## src/rtl/hsv_share_arbiter.sv

```systemverilog
// Round-robin share of one pipelined rgb2hsv converter between requesters A and B.
// Latency LATENCY+2 from accept to result strobe; readiness is gated by enable only, results are never backpressured.
module hsv_share_arbiter #(
    parameter int LATENCY = 22,
    parameter int TAG_W   = 20
) (
    input  logic             clock_i,
    input  logic             reset_ni,
    input  logic             enable_i,
    input  logic             a_valid_i,
    input  logic [23:0]      a_rgb_i,
    input  logic [TAG_W-1:0] a_tag_i,
    output logic             a_ready_o,
    input  logic             b_valid_i,
    input  logic [23:0]      b_rgb_i,
    input  logic [TAG_W-1:0] b_tag_i,
    output logic             b_ready_o,
    output logic [7:0]       cv_r_o,
    output logic [7:0]       cv_g_o,
    output logic [7:0]       cv_b_o,
    input  logic [7:0]       cv_h_i,
    input  logic [7:0]       cv_s_i,
    input  logic [7:0]       cv_v_i,
    output logic             a_out_valid_o,
    output logic             b_out_valid_o,
    output logic [7:0]       out_h_o,
    output logic [7:0]       out_s_o,
    output logic [7:0]       out_v_o,
    output logic [TAG_W-1:0] out_tag_o,
    output logic [5:0]       inflight_o,
    output logic             idle_o
);

    localparam logic ID_A = 1'b0;
    localparam logic ID_B = 1'b1;

    logic             a_gnt;
    logic             b_gnt;
    logic             xfer;
    logic             last_q;
    logic             last_d;
    logic [23:0]      rgb_d;
    logic [23:0]      rgb_q;
    logic             iss_vld_q;
    logic             iss_id_q;
    logic [TAG_W-1:0] iss_tag_q;
    logic [LATENCY:1] dly_vld_q;
    logic [LATENCY:1] dly_id_q;
    logic [TAG_W-1:0] dly_tag_q [1:LATENCY];
    logic             ret_vld;
    logic             ret_id;
    logic             a_out_q;
    logic             b_out_q;
    logic [23:0]      hsv_q;
    logic [TAG_W-1:0] out_tag_q;
    logic [6:0]       cnt_q;
    logic [6:0]       cnt_d;

    // On contention the requester that did not win last time goes first.
    always_comb begin
        a_gnt = 1'b0;
        b_gnt = 1'b0;
        if (enable_i) begin
            if (a_valid_i && b_valid_i) begin
                a_gnt = (last_q == ID_B);
                b_gnt = (last_q == ID_A);
            end else begin
                a_gnt = a_valid_i;
                b_gnt = b_valid_i;
            end
        end
    end

    assign xfer   = a_gnt | b_gnt;
    assign last_d = xfer ? b_gnt : last_q;
    assign rgb_d  = b_gnt ? b_rgb_i : (a_gnt ? a_rgb_i : 24'd0);

    always_ff @(posedge clock_i or negedge reset_ni) begin
        if (!reset_ni) begin
            last_q    <= ID_B;
            rgb_q     <= '0;
            iss_vld_q <= 1'b0;
            iss_id_q  <= ID_A;
            iss_tag_q <= '0;
        end else begin
            last_q    <= last_d;
            rgb_q     <= rgb_d;
            iss_vld_q <= xfer;
            iss_id_q  <= b_gnt;
            iss_tag_q <= b_gnt ? b_tag_i : a_tag_i;
        end
    end

    // The converter cannot stall, so the matched delay line shifts every clock.
    always_ff @(posedge clock_i or negedge reset_ni) begin
        if (!reset_ni) begin
            dly_vld_q <= '0;
        end else begin
            dly_vld_q <= {dly_vld_q[LATENCY-1:1], iss_vld_q};
        end
    end

    always_ff @(posedge clock_i) begin
        dly_id_q     <= {dly_id_q[LATENCY-1:1], iss_id_q};
        dly_tag_q[1] <= iss_tag_q;
        for (int k = 2; k <= LATENCY; k++) begin
            dly_tag_q[k] <= dly_tag_q[k-1];
        end
    end

    assign ret_vld = dly_vld_q[LATENCY];
    assign ret_id  = dly_id_q[LATENCY];

    always_ff @(posedge clock_i or negedge reset_ni) begin
        if (!reset_ni) begin
            a_out_q   <= 1'b0;
            b_out_q   <= 1'b0;
            hsv_q     <= '0;
            out_tag_q <= '0;
        end else begin
            a_out_q <= ret_vld && (ret_id == ID_A);
            b_out_q <= ret_vld && (ret_id == ID_B);
            if (ret_vld) begin
                hsv_q     <= {cv_h_i, cv_s_i, cv_v_i};
                out_tag_q <= dly_tag_q[LATENCY];
            end
        end
    end

    assign cnt_d = cnt_q + {6'd0, xfer} - {6'd0, ret_vld};

    always_ff @(posedge clock_i or negedge reset_ni) begin
        if (!reset_ni) begin
            cnt_q <= '0;
        end else begin
            cnt_q <= cnt_d;
        end
    end

    assign a_ready_o     = a_gnt;
    assign b_ready_o     = b_gnt;
    assign cv_r_o        = rgb_q[23:16];
    assign cv_g_o        = rgb_q[15:8];
    assign cv_b_o        = rgb_q[7:0];
    assign a_out_valid_o = a_out_q;
    assign b_out_valid_o = b_out_q;
    assign out_h_o       = hsv_q[23:16];
    assign out_s_o       = hsv_q[15:8];
    assign out_v_o       = hsv_q[7:0];
    assign out_tag_o     = out_tag_q;
    // Only LATENCY=63 can reach 64 in flight; the 6-bit view pins at 63 there.
    assign inflight_o    = cnt_q[6] ? 6'h3F : cnt_q[5:0];
    assign idle_o        = (cnt_q == 7'd0) && !xfer;

endmodule

```

## config.mk

```make
export PLATFORM = sky130hd
export DESIGN_NAME = hsv_share_arbiter
export DESIGN_NICKNAME = d
export VERILOG_FILES = /design/src/rtl/hsv_share_arbiter.sv
export SDC_FILE = /design/constraint.sdc
export NUM_CORES = 1
export LEC_CHECK = 0
export ABC_AREA = 1
export BUFFER_PORTS_ARGS = -buffer_cell sky130_fd_sc_hd__buf_2
export CAP_MARGIN = 20
export CORE_MARGIN = 2
export CORE_UTILIZATION = 59
export CTS_BUF_LIST = sky130_fd_sc_hd__clkbuf_16
export CTS_CLUSTER_DIAMETER = 200
export DETAILED_ROUTE_END_ITERATION = 10
export PLACE_DENSITY_LB_ADDON = 0.05
export SYNTH_ARGS = -nofsm -noshare
export SYNTH_HDL_FRONTEND = slang
export SYNTH_SLANG_ARGS = --single-unit
```

## constraint.sdc

```tcl
create_clock -name clock_i -period 4.6 [get_ports clock_i]
set_input_delay 0.69 -clock clock_i [delete_from_list [all_inputs] [get_ports clock_i]]
set_output_delay 0.69 -clock clock_i [all_outputs]
set_load 0.1 [all_outputs]
```

After elaboration in Yosys (flattened, before gate mapping)
Memories as Yosys holds them, arrays and structs flattened. A register that Yosys moved wholly into a read port is not among the register bits.
Cells that the tools add are included.
{ "totals": {"register_bits": 124, "ram_bits": 440, "inputBits": 117, "output_inout_bits": 79, "wordCells": 32, "mem_count": 1} }
{ "classes": {"n_addsub": 2, "mux": 8, "bitwise_logic": 3, "reduce_logical": 7} }
{ "memory_table": {"columns": ["memory", "words", "word_bits", "read_ports", "rd_clocked_by_memory_dff", "write_ports", "line_no", "rtl"], "rows": [
  ["dly_tag_q", 22, 20, 22, 1, 22, "49", "logic [TAG_W-1:0] dly_tag_q [1:LATENCY];"]
]} }
{ "op_table": {"columns": ["operator", "n"], "rows": [
  ["$mux W24", 2],
  ["$mux W20", 1],
  ["$add A7 B1 Y7", 1],
  ["$logic_not A7 Y1", 1],
  ["$sub A7 B1 Y7", 1],
  ["$mux W6", 1],
  ["$logic_and A1 B1 Y1", 4],
  ["$mux W1", 4],
  ["$logic_not A1 Y1", 2],
  ["$not A1 Y1", 2],
  ["$or A1 B1 Y1", 1]
]} }

Depth between registers and ports, before layout
Gate-level depths: netlist (run 1).
{ "logic_depth": {"word_depth": 6, "mapped_depth": 12} }

Least setup slack after synthesis (run 1)
No wires, ideal clock.
{ "synth_path": {"kind": "reg2out", "from": "register cnt_q[6]", "to": "output port idle_o", "arrival_ns": 3.046, "slack_ns": 0.864, "path_stages_with_launch": 4, "path_buffers": 0, "cell_sequence": "dfrtp_1 > nor2_1 > inv_1 > nor3_1"} }
{ "synth_via": {"elab_chain_len": 2} }
{ "synth_lines": {"columns": ["element", "line_no", "rtl"], "rows": [
  ["start, declared", "56", "logic [6:0] cnt_q;"],
  ["start signal, assigned", "136", "cnt_q <= cnt_d;"],
  ["$logic_not A7 Y1", "153", "assign idle_o = (cnt_q == 7'd0) && !xfer;"],
  ["$logic_and A1 B1 Y1", "153", null],
  ["end, declared", "31", "output logic idle_o"]
]} }
Every way passes these cells.

Worst setup path after layout (run 1)
{ "layout_path": {"from": "register last_q", "to": "output port idle_o"} }
{ "layout_via": {"elab_chain_len": 6, "word_cells_on_any_way": 8, "cone_classes": "4 x mux; 2 x bitwise; 2 x reduce/logical"} }
{ "layout_lines": {"columns": ["element", "line_no", "rtl"], "rows": [
  ["start, declared", "40", "logic last_q;"],
  ["start signal, assigned", "86", "last_q <= last_d;"],
  ["$not A1 Y1", "66", "b_gnt = (last_q == ID_A);"],
  ["$mux W1", "64", "if (a_valid_i && b_valid_i) begin"],
  ["$mux W1", "63", "if (enable_i) begin"],
  ["$or A1 B1 Y1 (*)", "74", "assign xfer = a_gnt | b_gnt;"],
  ["via xfer", "39", "logic xfer;"],
  ["$logic_not A1 Y1 (*)", "153", null],
  ["$logic_and A1 B1 Y1 (*)", "153", null]
]} }
Mark *: on every way through the listed nets, which the timed path passes. The rest lies on a longest branch.

==> flow_metrics.py, run 1 <==
metrics = {
    "run_status": {
        "outcome": "completed",
    },
    "logic_synthesis": {
        "synthesis.nets": 1067,
        "synth_flop_cell": "dfxtp_1",
        "synth.distinct_cells": 21,
        "muxShareOfSynthArea": 0,
        "synth_edf_count": 0,
        "yosysMostFrequentCell": "dfxtp_1",
        "synth_commonest_cells": "dfxtp_1 (462), nand2_1 (285), dfrtp_1 (121), inv_1 (18), ha_1 (10)",
        "syn_inst": 939,
        "post_synth_instance_area_sq_um": 13900,
        "synth_area_per_cell_sq_um": 14.8,
        "synth_top_area_cell": "dfxtp_1",
        "synth_xor_area_frac": 0.00190,
        "ys_seq_elements": 584,
        "synth_compound_area_frac": 0.00144,
        "synthAdderAreaFrac": 0.0105,
        "yosysWarningCount": 0,
        "ys_seq_area_frac": 0.888,
        "synth-simple-area-share": 0.0828,
        "netlist_top_cells_area": "dfxtp_1 (67%), dfrtp_1 (22%), nand2_1 (7.7%)",
        "synth_top_family_by_area": "simple AND/OR/NAND/NOR gates",
        "async_flop_share": 0.209,
        "yosys.area.top_type_share": 0.668,
    },
    "timing": {
        "slew_headroom": 0.535,
        "min_period_ns": 2.94,
        "hold_viol": 0,
        "fin_crit_sh": 0.640,
        "max_freq_mhz": 340,
        "rsz0062_at_grt": "false",
        "worst_slack_ns": 1.66,
        "worst_hold_slack_ns": 0.159,
        "slew_viol_final": 0,
        "worst_pin_slew_ns": 0.697,
        "fin_skew_ns": 0.0111,
        "setup_viol": 0,
        "fin_tns_setup_ns": 0,
    },
    "floorplan": {
        "initial_core_util": 0.596,
        "dieArea_sq_um": 24700,
        "die_w_microns": 157,
        "io_pins": 196,
        "num_rows": 56,
        "die_y_microns": 157,
        "core-area_sq_um": 23300,
    },
    "clocking": {
        "hold_buffers": 0,
        "clockBufferDepth": 3,
        "cts_setup_buffers": 0,
        "h-tree-depth": 2,
        "post_cts_resized": 0,
        "path_clk_slew_ns": 0.06,
        "cts_sinks": 584,
        "clockRootBuffer": "clkbuf_16",
        "cts_tree": "yes",
        "cts_buffers": 50,
        "clk_latency_ns": 0.55,
    },
    "global_route": {
        "overflow": 0,
        "antenna_found_initial": 0,
        "grt_pass1_vias": 5994,
        "grt_usage": 0.128,
        "grt_max_degree": 123,
        "grt_pass1_wl_microns": 25900,
    },
    "finish": {
        "n_fill_cell": 1580,
        "area_delta_synth_final_pct": 20.3,
        "postLayoutCellArea_sq_um": 16700,
        "drive_gt1_frac": 0.227,
        "layout.nets": 1300,
        "diodes": 0,
    },
    "power": {
        "powerDensity_nw_per_um2": 672,
        "leakage_uw": 0.00809,
        "peakVddDrop_uv": 450,
        "power_uw": 11200,
    },
    "route": {
        "wl_microns": 15600,
        "dr.pass1.iters": 4,
        "vias": 6445,
        "drc": 0,
        "routedWlPerCell_microns": 10.2,
        "ant_nets": 0,
        "via_per_inst": 4.21,
        "dr.first_iter.drc_count": 261,
    },
    "placement": {
        "placed_area_sq_um": 15100,
        "gp_congestion": 0.718,
        "dpl_worst_slack_ns": 1.91,
        "io_buffers": 195,
        "dpl.hpwl_microns": 9270,
    },
    "run": {
        "max_cap_violations": 0,
    },
    "worst_hold_path": {
        "min_path_type": "primary input to async pin",
    },
    "critical_path": {
        "r2r_cells": 12,
        "r2r_end": "cnt_q[6]",
        "cp_max_fo": 23,
        "r2r_slack_ns": 2.27,
        "required_ns": 3.91,
        "crit_type": "flop to output pin",
        "r2r_start": "last_q",
        "cp-start-kind": "flop",
        "crit_path_end_kind": "output pin",
        "arrival_ns": 2.25,
    },
}
stage by stage:
stage           util  cells
4_1_cts        0.716   1531
5_1_grt        0.716   1531
3_3_place_gp   0.651   1439
6_report       0.716   1531
2_1_floorplan      -    939
3_5_place_dp   0.651   1439
worst max-delay path: stages (launching register included):
cell and delay, ns:
dfstp_2 0.54, nand2_1 0.06, nand3_2 0.05, buf_4 0.23, nand2_1 0.21, nor3_1 0.17
buf_2 0.45
metal layers:
metal / track usage / routed length (microns) / vias up
met2: 0.221 / 7520 / 206
met1: 0.153 / 6830 / 2887
met4: 0.0407 / 217 / 0
met5: 0 / 0 / -
met3: 0.0410 / 1070 / 21
li1: - / - / 3331
how the worst max path moves through the flow:
stage          startpoint  cells after the start     end  slack, ns
2_1_floorplan    cnt_q[6]                      3  idle_o       0.86
3_3_place_gp    a_valid_i                      7  idle_o       1.93
3_5_place_dp    a_valid_i                      7  idle_o       1.91
4_1_cts            last_q                      6  idle_o       1.61
5_1_grt            last_q                      6  idle_o       1.49
6_report           last_q                      6  idle_o       1.66
cell type report:
cell class	count	area [sq um]	share of cell area
Sequential cell	584	12300	0.738
Multi-Input combinational cell	317	1340	0.0803
Clock buffer	52	1300	0.0781
Timing Repair Buffer	198	1010	0.0608
Tap cell	319	399	0.0240
Clock inverter	40	226	0.0136
Inverter	21	81.3	0.00488
logic make-up (layout without fill, tap and decap cells):
| kind of cell | Yosys count | after routing |
|---|---|---|
| and+or+nand+nor | 299 | 299 |
| adders and majority gates | 11 | 11 |
| buffers and inverters | 38 | 311 |
| DFF | 584 | 584 |
| AOI/OAI and AO/OA | 4 | 4 |
| xor gates and xnor gates | 3 | 3 |
power breakdown:
part           leakage (uW)  internal [uW]  switching [uW]
combinational       0.00188            307            1350
sequential          0.00541           5630             141
clock              0.000805           2110            1660
cells in the final DEF, fill, tap and decap left out:
cell type,Yosys,final
a21oi_1,3,3
buf_12,0,1
buf_2,7,194
buf_4,4,3
bufinv_16,0,1
clkbuf_16,0,52
clkinv_1,0,11
clkinv_2,0,15
clkinv_8,0,1
dfrtp_1,121,121
dfstp_2,1,1
dfxtp_1,462,462
fa_1,1,1
ha_1,10,10
inv_1,18,28
inv_16,0,1
inv_2,2,2
inv_4,1,2
nand2_1,285,285
nand3_1,4,4
nand3_2,2,2
nand3b_1,1,1
nand4_1,1,1
nor2_1,5,5
nor3_1,1,1
o21ai_0,1,1
xor2_1,3,3
registers in the layout, indices dropped and copies added (netlist names):
register and cells:
iss_tag_q 20, last_q 1, out_tag_o 20, iss_id_q 1
iss_vld_q 1, dly_id_q 22, hsv_q 24, cnt_q 7
a_out_valid_o 1, dly_tag_q 440, b_out_valid_o 1, dly_vld_q 22
rgb_q 24
Power figures use the tool's default switching activity.
==> run 2, diff against run 1 <==
Settings changed: CORE_UTILIZATION 59 to 49.
Clock period 4.6 ns to 2.6 ns, I/O delays scaled along.
==> flow_metrics.py, run 2 (same netlist as run 1, synthesis figures left out) <==
metrics = {
    "run_status": {
        "outcome": "completed",
    },
    "timing": {
        "worst_hold_slack_ns": 0.0384,
        "rsz0062_at_grt": "false",
        "worst_pin_slew_ns": 0.697,
        "fin_crit_sh": 0.950,
        "max_freq_mhz": 405,
        "slew_viol_final": 0,
        "slew_headroom": 0.535,
        "setup_viol": 0,
        "fin_skew_ns": 0.0102,
        "hold_viol": 0,
        "min_period_ns": 2.47,
        "fin_tns_setup_ns": 0,
    },
    "route": {
        "dr_wl_met2_microns": 6910,
        "dr.first_iter.drc_count": 278,
        "wl_met1_microns": 7030,
        "vias": 6491,
        "ant_nets": 0,
        "via_per_inst": 4.06,
        "highest_layer": "met4",
        "drc": 0,
        "dr_wl_met3_microns": 1800,
        "wl_microns": 16100,
        "dr.pass1.iters": 5,
        "routedWlPerCell_microns": 10.1,
    },
    "clocking": {
        "h-tree-depth": 2,
        "cts_tree": "yes",
        "clockRootBuffer": "clkbuf_16",
        "post_cts_resized": 0,
        "clockBufferDepth": 3,
        "clk_latency_ns": 0.54,
        "cts_sinks": 584,
        "path_clk_slew_ns": 0.06,
        "cts_buffers": 52,
    },
    "critical_path": {
        "crit_chain": "inv_1 > nand2_1 > nand3_2 > inv_2 > buf_2",
        "cp_max_fo": 26,
        "cp-start-kind": "flop",
        "crit_path_end_kind": "output pin",
        "cp_slowest_stage_delay_ns": 0.53,
        "crit_type": "flop to output pin",
        "arrival_ns": 2.08,
        "required_ns": 2.21,
        "critPathSlowestCell": "dfstp_2",
    },
    "global_route": {
        "overflow": 0,
        "grt_max_degree": 58,
        "grt_usage": 0.110,
        "grt_pass1_wl_microns": 26100,
        "grt_pass1_vias": 5940,
        "antenna_found_initial": 0,
    },
    "finish": {
        "final_util": 0.609,
        "drive_gt1_frac": 0.229,
        "top_regs": "dly_tag_q x440, hsv_q x24, rgb_q x24",
        "top_register": "dly_tag_q",
        "layout.nets": 1306,
        "area_delta_synth_final_pct": 22.2,
        "largest_register_ffs": 440,
        "final_common_cell": "dfxtp_1",
        "layout_common_cells": "dfxtp_1 (462), nand2_1 (285), buf_2 (192)",
        "diodes": 0,
    },
    "floorplan": {
        "die_y_microns": 172,
        "io_pins": 196,
        "dieArea_sq_um": 29600,
        "initial_core_util": 0.499,
        "core-area_sq_um": 27800,
        "num_rows": 61,
        "die_w_microns": 172,
    },
    "placement": {
        "gp_congestion": 0.759,
        "dpl.hpwl_microns": 10000,
        "io_buffers": 195,
    },
    "run": {
        "max_cap_violations": 0,
    },
    "power": {
        "powerDensity_nw_per_um2": 1200,
        "peakVddDrop_uv": 526,
        "leakage_uw": 0.00815,
    },
    "worst_hold_path": {
        "min_path_type": "primary input to flop",
    },
}
## run 2: cell count changes in the layout (fill, tap and decap cells not counted), moves of 3 or more
cell       before  now
clkinv_2       15    6
clkinv_1       11   19
buf_4           3    6
clkbuf_16      52   55
inv_1          28   25
## run 2: stage by stage
stage | worst slack, ns | std cells | instance area [sq um] | total power, uW
after floorplan | 0.0130 | 939 | 13900 | 12800
after global placement | 0.608 | 1501 | 15300 | 13300
after detailed placement | 0.560 | 1501 | 15300 | 13400
after CTS | 0.103 | 1599 | 16900 | 20600
after global routing | 0.00799 | 1599 | 16900 | 21300
final | 0.129 | 1599 | 16900 | 20300
## run 2: layout make-up
type	instances	area (sq um)
Multi-Input combinational cell	317	1340
Fill cell	2233	10900
Timing Repair Buffer	202	1080
Clock buffer	55	1380
Tap cell	378	473
Clock inverter	42	273
Inverter	21	81.3
Sequential cell	584	12300
## run 2: worst max-delay path: cells and delay by family, from the launching register on
family        cells  cell delay [ns]
buf+inv           3             0.88
flops             1             0.53
simple gates      2             0.14
## run 2: routing by layer
metal / vias to the layer above / GRT usage
li1: 3343 / -
met1: 2845 / 0.124
met2: 271 / 0.182
met3: 32 / 0.0497
met4: 0 / 0.0424
met5: - / 0
## run 2: final timing paths
path                              startpoint                 to  slack (ns)  cells after the start
max                                   last_q          a_ready_o        0.13                      5
min                               b_tag_i[5]       iss_tag_q[5]        0.04                      3
max reg2reg                           last_q           cnt_q[6]        0.54                     11
min reg2reg                dly_tag_q[10][15]  dly_tag_q[11][15]        0.32                      0
max in group asynchronous           reset_ni             last_q        1.56                      3
min in group asynchronous           reset_ni      a_out_valid_o        0.33                      2
## run 2: report_power, final
part | total (uW) | switching (uW) | internal, uW
clock network | 7100 | 2980 | 4120
registers | 10200 | 239 | 9970
logic | 2990 | 2430 | 556
## run 2: what timing repair did
action                                  in CTS  in global routing
setup buffers                                0                  0
hold buffers                                 1                  0
endpoints found under the hold margin       30                  0
endpoints found under the setup margin       0                  0
